[src/rtl/ltc2600_chain_writer_pkg.sv]
// Command constants, queued command record and FSM encoding shared by the
// LTC2600 daisy-chain writer and its command FIFO.
package ltc2600_chain_writer_pkg;

   localparam logic [3:0] CMD_WRITE         = 4'h0;
   localparam logic [3:0] CMD_UPDATE        = 4'h1;
   localparam logic [3:0] CMD_WRITE_UPD_ALL = 4'h2;
   localparam logic [3:0] CMD_WRITE_UPD     = 4'h3;
   localparam logic [3:0] CMD_PWR_DOWN      = 4'h4;
   localparam logic [3:0] CMD_NOP           = 4'hF;
   localparam logic [3:0] ADDR_ALL          = 4'hF;

   // Device field is sized for the largest supported chain (8 devices).
   localparam int DEV_FIELD_W = 3;
   localparam int WORD_W      = 32;

   localparam logic [WORD_W-1:0] NOP_WORD = {8'h00, CMD_NOP, 4'h0, 16'h0000};

   typedef struct packed {
      logic [DEV_FIELD_W-1:0] dev;
      logic [3:0]             command;
      logic [3:0]             address;
      logic [15:0]            data;     // already left-justified
   } dac_cmd_t;

   typedef enum logic [2:0] {
      ST_IDLE,
      ST_LOAD,
      ST_SHIFT,
      ST_CS_HOLD,
      ST_CLEAR
   } wr_state_t;

   function automatic logic [WORD_W-1:0] dac_word(input dac_cmd_t c);
      return {8'h00, c.command, c.address, c.data};
   endfunction

endpackage

[src/rtl/ltc2600_chain_writer_if.sv]
// Command port of the chain writer: one (device, command, address, data)
// record per valid/ready transfer.
interface ltc2600_chain_writer_if
   import ltc2600_chain_writer_pkg::*;
#(
   parameter int DEV_W      = 1,
   parameter int DATA_WIDTH = 16
);
   logic                  cmd_valid;
   logic                  cmd_ready;
   logic [DEV_W-1:0]      cmd_dev;
   logic [3:0]            cmd_command;
   logic [3:0]            cmd_address;
   logic [DATA_WIDTH-1:0] cmd_data;

   modport master (
      output cmd_valid, cmd_dev, cmd_command, cmd_address, cmd_data,
      input  cmd_ready
   );

   modport slave (
      input  cmd_valid, cmd_dev, cmd_command, cmd_address, cmd_data,
      output cmd_ready
   );
endinterface

[src/rtl/ltc2600_chain_writer_fifo.sv]
// First-word-fall-through command FIFO; the head entry is visible on
// pop_data whenever empty is low.
module sync_cmd_fifo #(
   parameter int WIDTH = 27,
   parameter int DEPTH = 8
) (
   input  logic                   clk,
   input  logic                   rstn,
   input  logic                   push,
   input  logic [WIDTH-1:0]       push_data,
   input  logic                   pop,
   output logic [WIDTH-1:0]       pop_data,
   output logic                   full,
   output logic                   empty,
   output logic [$clog2(DEPTH):0] level
);
   localparam int AW = $clog2(DEPTH);
   localparam logic [AW:0] DEPTH_LV = (AW+1)'(DEPTH);

   logic [WIDTH-1:0] mem_q [DEPTH];
   logic [AW-1:0]    wr_ptr_q, wr_ptr_d;
   logic [AW-1:0]    rd_ptr_q, rd_ptr_d;
   logic [AW:0]      level_q, level_d;
   logic             do_push, do_pop;

   assign full     = (level_q == DEPTH_LV);
   assign empty    = (level_q == '0);
   assign level    = level_q;
   assign pop_data = mem_q[rd_ptr_q];

   always_comb begin
      do_push  = push & ~full;
      do_pop   = pop & ~empty;
      wr_ptr_d = wr_ptr_q + AW'(do_push);
      rd_ptr_d = rd_ptr_q + AW'(do_pop);
      level_d  = level_q;
      if (do_push && !do_pop)
         level_d = level_q + 1'b1;
      else if (!do_push && do_pop)
         level_d = level_q - 1'b1;
   end

   always_ff @(posedge clk or negedge rstn) begin
      if (!rstn) begin
         wr_ptr_q <= '0;
         rd_ptr_q <= '0;
         level_q  <= '0;
      end else begin
         wr_ptr_q <= wr_ptr_d;
         rd_ptr_q <= rd_ptr_d;
         level_q  <= level_d;
      end
   end

   // Storage needs no reset: only entries below level are ever read.
   always_ff @(posedge clk) begin
      if (do_push)
         mem_q[wr_ptr_q] <= push_data;
   end

endmodule

[src/rtl/ltc2600_chain_writer.sv]
// Queued SPI writer for a daisy chain of LTC2600-family DACs, with SCK
// divider, minimum csb-high spacing and a hardware CLR pulse.
//
// state      | meaning
// -----------+--------------------------------------------------------------
// ST_IDLE    | waiting; clear request wins over a queued command (pop)
// ST_LOAD    | csb low, first frame bit on sdi, SCK held low
// ST_SHIFT   | SCK toggles every CLK_DIV cycles, sdi advances on falling SCK
// ST_CS_HOLD | csb high for CS_HIGH_CYC cycles before the next frame
// ST_CLEAR   | clrb low for CLR_CYC cycles
module ltc2600_chain_writer
   import ltc2600_chain_writer_pkg::*;
#(
   parameter int DATA_WIDTH  = 16,
   parameter int N_DEV       = 1,
   parameter int FIFO_DEPTH  = 8,
   parameter int CLK_DIV     = 2,
   parameter int CS_HIGH_CYC = 4,
   parameter int CLR_CYC     = 8
) (
   input  logic                          clk,
   input  logic                          rstn,
   ltc2600_chain_writer_if.slave         cmd,
   input  logic                          clear_req,
   output logic                          sck,
   output logic                          sdi,
   output logic                          csb,
   output logic                          clrb,
   output logic                          busy,
   output logic                          write_complete,
   output logic                          cmd_error,
   output logic [$clog2(FIFO_DEPTH):0]   fifo_level
);
   localparam int FRAME_W = WORD_W * N_DEV;
   localparam int BIT_W   = $clog2(FRAME_W);
   localparam int TMR_W   = 16;

   localparam logic [BIT_W-1:0] BIT_LOAD = BIT_W'(FRAME_W - 1);
   localparam logic [TMR_W-1:0] DIV_LOAD = TMR_W'(CLK_DIV - 1);
   localparam logic [TMR_W-1:0] CSH_LOAD = TMR_W'(CS_HIGH_CYC - 1);
   localparam logic [TMR_W-1:0] CLR_LOAD = TMR_W'(CLR_CYC - 1);

   dac_cmd_t               push_entry, head;
   logic [$bits(dac_cmd_t)-1:0] fifo_rd;
   logic                   fifo_push, fifo_pop, fifo_full, fifo_empty;
   logic                   head_ok;
   logic [15:0]            data_ext;
   logic [FRAME_W-1:0]     frame;

   wr_state_t              state_q, state_d;
   logic [FRAME_W-1:0]     sr_q, sr_d;
   logic [BIT_W-1:0]       bit_cnt_q, bit_cnt_d;
   logic [TMR_W-1:0]       div_cnt_q, div_cnt_d;
   logic [TMR_W-1:0]       tmr_q, tmr_d;
   logic                   csb_q, csb_d;
   logic                   sck_q, sck_d;
   logic                   sdi_q, sdi_d;
   logic                   clrb_q, clrb_d;
   logic                   busy_q, busy_d;
   logic                   wc_q, wc_d;
   logic                   err_q, err_d;
   logic                   clr_pend_q, clr_pend_d;

   assign cmd.cmd_ready = ~fifo_full;
   assign fifo_push     = cmd.cmd_valid & ~fifo_full;

   always_comb begin
      data_ext           = 16'(cmd.cmd_data);
      push_entry.dev     = DEV_FIELD_W'(cmd.cmd_dev);
      push_entry.command = cmd.cmd_command;
      push_entry.address = cmd.cmd_address;
      push_entry.data    = data_ext << (16 - DATA_WIDTH);
   end

   sync_cmd_fifo #(
      .WIDTH (($bits(dac_cmd_t))),
      .DEPTH (FIFO_DEPTH)
   ) u_fifo (
      .clk       (clk),
      .rstn      (rstn),
      .push      (fifo_push),
      .push_data (push_entry),
      .pop       (fifo_pop),
      .pop_data  (fifo_rd),
      .full      (fifo_full),
      .empty     (fifo_empty),
      .level     (fifo_level)
   );

   assign head    = dac_cmd_t'(fifo_rd);
   assign head_ok = (int'(head.dev) < N_DEV);

   // Far-end device occupies the MSBs so it is shifted out first.
   always_comb begin
      frame = '0;
      for (int d = 0; d < N_DEV; d++)
         frame[WORD_W*d +: WORD_W] = (int'(head.dev) == d) ? dac_word(head) : NOP_WORD;
   end

   always_comb begin
      state_d    = state_q;
      sr_d       = sr_q;
      bit_cnt_d  = bit_cnt_q;
      div_cnt_d  = div_cnt_q;
      tmr_d      = tmr_q;
      csb_d      = csb_q;
      sck_d      = sck_q;
      sdi_d      = sdi_q;
      clrb_d     = clrb_q;
      wc_d       = 1'b0;
      err_d      = 1'b0;
      fifo_pop   = 1'b0;
      clr_pend_d = clr_pend_q | clear_req;

      case (state_q)
         ST_IDLE: begin
            if (clr_pend_q) begin
               state_d    = ST_CLEAR;
               clr_pend_d = 1'b0;
               clrb_d     = 1'b0;
               tmr_d      = CLR_LOAD;
            end else if (!fifo_empty) begin
               fifo_pop = 1'b1;
               if (head_ok) begin
                  state_d   = ST_LOAD;
                  sr_d      = frame;
                  sdi_d     = frame[FRAME_W-1];
                  csb_d     = 1'b0;
                  bit_cnt_d = BIT_LOAD;
               end else begin
                  err_d = 1'b1;
               end
            end
         end
         ST_LOAD: begin
            state_d   = ST_SHIFT;
            div_cnt_d = DIV_LOAD;
         end
         ST_SHIFT: begin
            if (div_cnt_q != '0) begin
               div_cnt_d = div_cnt_q - 1'b1;
            end else begin
               div_cnt_d = DIV_LOAD;
               if (!sck_q) begin
                  sck_d = 1'b1;
               end else begin
                  sck_d = 1'b0;
                  if (bit_cnt_q == '0) begin
                     state_d = ST_CS_HOLD;
                     csb_d   = 1'b1;
                     sdi_d   = 1'b0;
                     wc_d    = 1'b1;
                     tmr_d   = CSH_LOAD;
                  end else begin
                     bit_cnt_d = bit_cnt_q - 1'b1;
                     sr_d      = sr_q << 1;
                     sdi_d     = sr_q[FRAME_W-2];
                  end
               end
            end
         end
         ST_CS_HOLD: begin
            if (tmr_q == '0)
               state_d = ST_IDLE;
            else
               tmr_d = tmr_q - 1'b1;
         end
         ST_CLEAR: begin
            // Requests during the pulse fold into it.
            clr_pend_d = 1'b0;
            if (tmr_q == '0) begin
               state_d = ST_IDLE;
               clrb_d  = 1'b1;
            end else begin
               tmr_d = tmr_q - 1'b1;
            end
         end
         default: state_d = ST_IDLE;
      endcase

      busy_d = (state_d != ST_IDLE);
   end

   always_ff @(posedge clk or negedge rstn) begin
      if (!rstn) begin
         state_q    <= ST_IDLE;
         sr_q       <= '0;
         bit_cnt_q  <= '0;
         div_cnt_q  <= '0;
         tmr_q      <= '0;
         csb_q      <= 1'b1;
         sck_q      <= 1'b0;
         sdi_q      <= 1'b0;
         clrb_q     <= 1'b1;
         busy_q     <= 1'b0;
         wc_q       <= 1'b0;
         err_q      <= 1'b0;
         clr_pend_q <= 1'b0;
      end else begin
         state_q    <= state_d;
         sr_q       <= sr_d;
         bit_cnt_q  <= bit_cnt_d;
         div_cnt_q  <= div_cnt_d;
         tmr_q      <= tmr_d;
         csb_q      <= csb_d;
         sck_q      <= sck_d;
         sdi_q      <= sdi_d;
         clrb_q     <= clrb_d;
         busy_q     <= busy_d;
         wc_q       <= wc_d;
         err_q      <= err_d;
         clr_pend_q <= clr_pend_d;
      end
   end

   assign csb            = csb_q;
   assign sck            = sck_q;
   assign sdi            = sdi_q;
   assign clrb           = clrb_q;
   assign busy           = busy_q;
   assign write_complete = wc_q;
   assign cmd_error      = err_q;

endmodule

[src/flat_wrapper.sv]
// flat-port wrapper written by rule: the top's interface ports become plain ports
module ltc2600_chain_writer_flat import ltc2600_chain_writer_pkg::*;
#(
   parameter int DATA_WIDTH  = 16,
   parameter int N_DEV       = 1,
   parameter int FIFO_DEPTH  = 8,
   parameter int CLK_DIV     = 2,
   parameter int CS_HIGH_CYC = 4,
   parameter int CLR_CYC     = 8
)
  (clk, rstn, clear_req, sck, sdi, csb, clrb, busy, write_complete, cmd_error, fifo_level, cmd_cmd_valid, cmd_cmd_dev, cmd_cmd_command, cmd_cmd_address, cmd_cmd_data, cmd_cmd_ready);
  ltc2600_chain_writer_if #(.DEV_W(2), .DATA_WIDTH(DATA_WIDTH)) cmd_i ();
  input  logic clk;
  input  logic rstn;
  input  logic clear_req;
  output logic sck;
  output logic sdi;
  output logic csb;
  output logic clrb;
  output logic busy;
  output logic write_complete;
  output logic cmd_error;
  output logic [$clog2(FIFO_DEPTH):0] fifo_level;
  input wire logic [$bits(cmd_i.cmd_valid)-1:0] cmd_cmd_valid;
  input wire logic [$bits(cmd_i.cmd_dev)-1:0] cmd_cmd_dev;
  input wire logic [$bits(cmd_i.cmd_command)-1:0] cmd_cmd_command;
  input wire logic [$bits(cmd_i.cmd_address)-1:0] cmd_cmd_address;
  input wire logic [$bits(cmd_i.cmd_data)-1:0] cmd_cmd_data;
  output wire logic [$bits(cmd_i.cmd_ready)-1:0] cmd_cmd_ready;
  assign cmd_i.cmd_valid = cmd_cmd_valid;
  assign cmd_i.cmd_dev = cmd_cmd_dev;
  assign cmd_i.cmd_command = cmd_cmd_command;
  assign cmd_i.cmd_address = cmd_cmd_address;
  assign cmd_i.cmd_data = cmd_cmd_data;
  assign cmd_cmd_ready = cmd_i.cmd_ready;
  ltc2600_chain_writer #(.DATA_WIDTH(DATA_WIDTH), .N_DEV(N_DEV), .FIFO_DEPTH(FIFO_DEPTH), .CLK_DIV(CLK_DIV), .CS_HIGH_CYC(CS_HIGH_CYC), .CLR_CYC(CLR_CYC)) u_core (.clk(clk), .rstn(rstn), .cmd(cmd_i), .clear_req(clear_req), .sck(sck), .sdi(sdi), .csb(csb), .clrb(clrb), .busy(busy), .write_complete(write_complete), .cmd_error(cmd_error), .fifo_level(fifo_level));
endmodule
[config.mk]
export PLATFORM = sky130hd
export DESIGN_NAME = ltc2600_chain_writer_flat
export DESIGN_NICKNAME = d
export VERILOG_FILES = /design/src/rtl/ltc2600_chain_writer_pkg.sv /design/src/rtl/ltc2600_chain_writer_if.sv /design/src/rtl/ltc2600_chain_writer_fifo.sv /design/src/rtl/ltc2600_chain_writer.sv /design/src/flat_wrapper.sv
export SDC_FILE = /design/constraint.sdc
export NUM_CORES = 1
export LEC_CHECK = 0
export ABC_AREA = 1
export CAP_MARGIN = 20
export CELL_PAD_IN_SITES_DETAIL_PLACEMENT = 1
export CELL_PAD_IN_SITES_GLOBAL_PLACEMENT = 2
export CORE_UTILIZATION = 25
export CTS_BUF_LIST = sky130_fd_sc_hd__clkbuf_8
export DETAILED_ROUTE_END_ITERATION = 8
export PLACE_DENSITY = 0.55
export SLEW_MARGIN = 15
export SYNTH_ARGS = -nofsm -noshare
export SYNTH_HDL_FRONTEND = slang
export SYNTH_SLANG_ARGS = --single-unit
[constraint.sdc]
create_clock -name clk -period 3.2 [get_ports clk]
set_input_delay 0.64 -clock clk [delete_from_list [all_inputs] [get_ports clk]]
set_output_delay 0.64 -clock clk [all_outputs]
set_load 0.01 [all_outputs]
==> summary.txt <==
Outcome
  – Status: completed

Cells and area
  – Most frequent cells in the layout: 485 x nand2_1, 208 x edfxtp_1, 196 x nand3_1
  – Synthesis-to-finish area growth: 18.1%
  – Commonest non-fill, non-tap cell in the layout: nand2_1
  – Finished Layout Cells: ~2,100
  – Antenna cell count: 0
  – Nets: 1,465
  – Layout cells sized above 1: between 8 and 9%
  – Final core utilization: a little over 30%
  – Fill cell count: about 5,900
  – Final Cell Area: ~16,000 µm²

Placement
  – Gpl congestion: around 0.7
  – Placed Instance Area: around 15,000 µm²
  – Inst Count DP: 2,043
  – Port Buffers: ~40
  – HPWL Detailed: around 22 mm

Routing
  – Max Used Layer: met4
  – Met1 wire length: roughly 17 mm
  – Routed wl met2: roughly 18 mm
  – Initial drt markers: around 330
  – Met3 wire length: about 1.1 mm
  – DRT Wirelength: 37.0 mm
  – Antenna Violating Nets Remaining: 0
  – Via count: 9,458
  – DRC: 0
  – Total iterations of the first detailed-routing run: 4
  – Avg Vias per Cell: approximately 4.4
  – Drt wl/cell: approximately 17 µm

Worst setup path
  – Crit path capture type: output port
  – Reg-to-Reg Start: u_core.div_cnt_q[0]$_DFFE_PN0P_
  – Arrival time worst endpoint: approximately 1900 ps
  – CP required: approximately 2600 ps
  – Worst Path Max Fanout: 5
  – Crit path largest cell delay: 490 ps
  – Critical Path Slowest Stage Cell: clkdlybuf4s50_1
  – Critical Path Source: u_core.u_fifo.level[0]$_DFFE_PN0P_
  – Cells along the critical path: nor2_1, nand3b_1, clkdlybuf4s50_1
  – Crit Path Class: reg2out
  – Startpoint class of the critical path: register

GRT
  – Grt ovf: 0
  – Initial antenna violation count: 0
  – Largest net degree at the start of global routing: 90
  – GRT Overall Usage: 14.3%
  – First-pass GRT wire length: 59.0 mm
  – Vias in the first global route: 10,000

Flow run
  – Max Cap Viol: 0

Yosys
  – Post-Syn Area: roughly 13,000 µm²
  – Syn Inst Count: 1,357
  – Sequential area share after synthesis: 64.0%
  – Yosys warnings: 0
  – Number of library cell types mapped by synthesis: 39
  – Syn Area/Cell: 9.75 µm²
  – #FFs+latches synth: approximately 300
  – Syn Nets: around 1,400

STA
  – Final Hold Fails: 0
  – Max Fclk: around 400 MHz
  – Tightest Pin Transition: 729 ps
  – Setup TNS: 0 ps
  – Skew final: 45.2 ps
  – Min Tclk post-route: 2510 ps
  – Slew Limit Headroom: 51.0%
  – RSZ-0062 raised after global routing: false
  – Period utilization: around four fifths
  – Final setup viols: 0
  – Final Slew Violations: 0
  – Min Hold Slack: around 480 ps

Die
  – Initial Util: 25.5%
  – Die footprint: around 54,000 µm²
  – Row cnt: 83
  – Ports: 42
  – Die Y-Extent: 232 µm
  – Die X: about 230 µm
  – Core Area: just over 50,000 µm²

Worst hold path
  – Min-delay worst type: reg2reg
  – Hold Crit Start: u_core.sr_q[29]$_DFFE_PN0P_

Clock tree
  – Worst-skew pair later-pin latency: ~650 ps
  – Htree depth: 2
  – Clock transition at path regs: roughly 60 ps
  – CTS tree: built
  – CTS Sinks: roughly 300
  – TritonCTS buffer count: 56
  – Root buffer cell: clkbuf_8
  – Clock buffer depth: 3

Power
  – Worst vdd ir: ~420 µV
  – Pwr per Cell Area: 1000 nW/µm²
  – Pleak: ~6.6 nW
==> synthesized netlist by cell type <==
library cell    n  share of area, %
nand4_1         2             0.095
nor2_1         97               2.8
nand2_1       485                14
a211oi_1        1             0.057
buf_2          23              0.87
dfstp_2         2              0.40
nand2_4         1             0.085
xnor2_1         8              0.53
or2_2           2             0.095
o22ai_1        12              0.57
nand3_4         1              0.13
edfxtp_1      208                47
dfrtp_1        87                16
o21bai_4        1              0.14
o21ai_0        21              0.79
nor2_2          5              0.24
nor2_4          1             0.085
buf_6           3              0.26
inv_2           8              0.23
nand3_1       196               7.4
clkbuf_1       22              0.62
inv_1          87               2.5
xor2_1         21               1.4
a31oi_1         1             0.047
nor3_1         12              0.45
and2_1          1             0.047
nand2_2         1             0.047
buf_4           3              0.17
fa_1            1              0.15
nand3b_2        1             0.085
nand3b_1        2              0.11
o21ai_1         9              0.34
clkinv_1        1             0.028
o21a_1          1             0.057
buf_1           7              0.20
nand3_2         2              0.15
a21oi_1         8              0.30
ha_1           12               1.1
a21o_1          1             0.057
==> worst paths after layout <==
kind | to | slack, ps | cells after the start
hold reg to reg | u_core.sr_q[29]$_DFFE_PN0P_ | 480 | 2
setup reg to reg | u_core.tmr_q[9]$_DFFE_PN0P_ | 790 | 10
hold / removal | u_core.sr_q[29]$_DFFE_PN0P_ | 480 | 2
setup / recovery | cmd_cmd_ready | 690 | 3
max in group asynchronous | u_core.sr_q[28]$_DFFE_PN0P_ | 1950 | 3
min in group asynchronous | u_core.bit_cnt_q[4]$_DFFE_PN0P_ | 500 | 2
==> where the power goes <==
group	internal, mW	switching, mW
clock	1.81	1.66
sequential	5.00	0.518
combinational	2.06	4.63
==> kinds of logic (layout without fill, tap and decap cells) <==
| kind of cell | Yosys count | in the layout | synth area share [%] |
|---|---|---|---|
| buffers and inverters | 154 | 258 | 4.84 |
| AOI/OAI and AO/OA | 55 | 55 | 2.36 |
| and+or+nand+nor | 809 | 809 | 25.5 |
| DFF | 297 | 297 | 64.0 |
| xor gates and xnor gates | 29 | 29 | 1.92 |
| adders and majority gates | 13 | 13 | 1.29 |
==> metal layers <==
| layer | vias up | GRT usage, % |
|---|---|---|
| li1 | 4616 | - |
| met5 | - | 0 |
| met1 | 4681 | 18.3 |
| met3 | 60 | 2.47 |
| met4 | 0 | 4.63 |
| met2 | 101 | 24.4 |
==> critical path: cells and delay by family (launching register included) <==
kind                   cells  cell delay (ps)
buffers and inverters      1              490
DFF                        1              450
and+or+nand+nor            2              280
==> area by class of cell <==
class	instances	area, µm²	share of cell area [%]
sequential	297	8480	54.3
multi-input combinational	906	4180	26.7
inverter	96	360	2.31
tap	680	851	5.44
clock buffer	64	881	5.64
timing repair buffer	65	728	4.66
clock inverter	33	149	0.953
==> state kept, by name (all words and copies together), names as in the netlist <==
signal and cells:
u_core.u_fifo.wr_ptr_q 3, u_core.u_fifo.level 4, u_core.bit_cnt_q 5, u_core.sr_q 31, u_core.csb 1, u_core.tmr_q 16
u_core.clr_pend_q 1, u_core.busy 1, u_core.u_fifo.rd_ptr_q 3, u_core.sdi 1, u_core.cmd_error 1, u_core.u_fifo.mem_q 208
u_core.write_complete 1, u_core.clrb 1, u_core.state_q 3, u_core.div_cnt_q 16, u_core.sck 1
==> per-stage QoR <==
stage / power [mW] / worst slack, ps
after global routing: 17.1 / 504
final: 15.7 / 694
after global placement: 12.5 / 570
after CTS: 16.2 / 603
after detailed placement: 12.5 / 531
after floorplan: 10.1 / 675
==> repair_timing <==
item / 4_1_cts / 5_1_grt
gates resized for setup: 0 / 0
setup endpoints to repair: 0 / 0
buffers inserted: 0 / 0
hold buffers: 1 / 0
hold endpoints to repair: 29 / 0
Note: power is estimated with default switching activity, not from simulation.
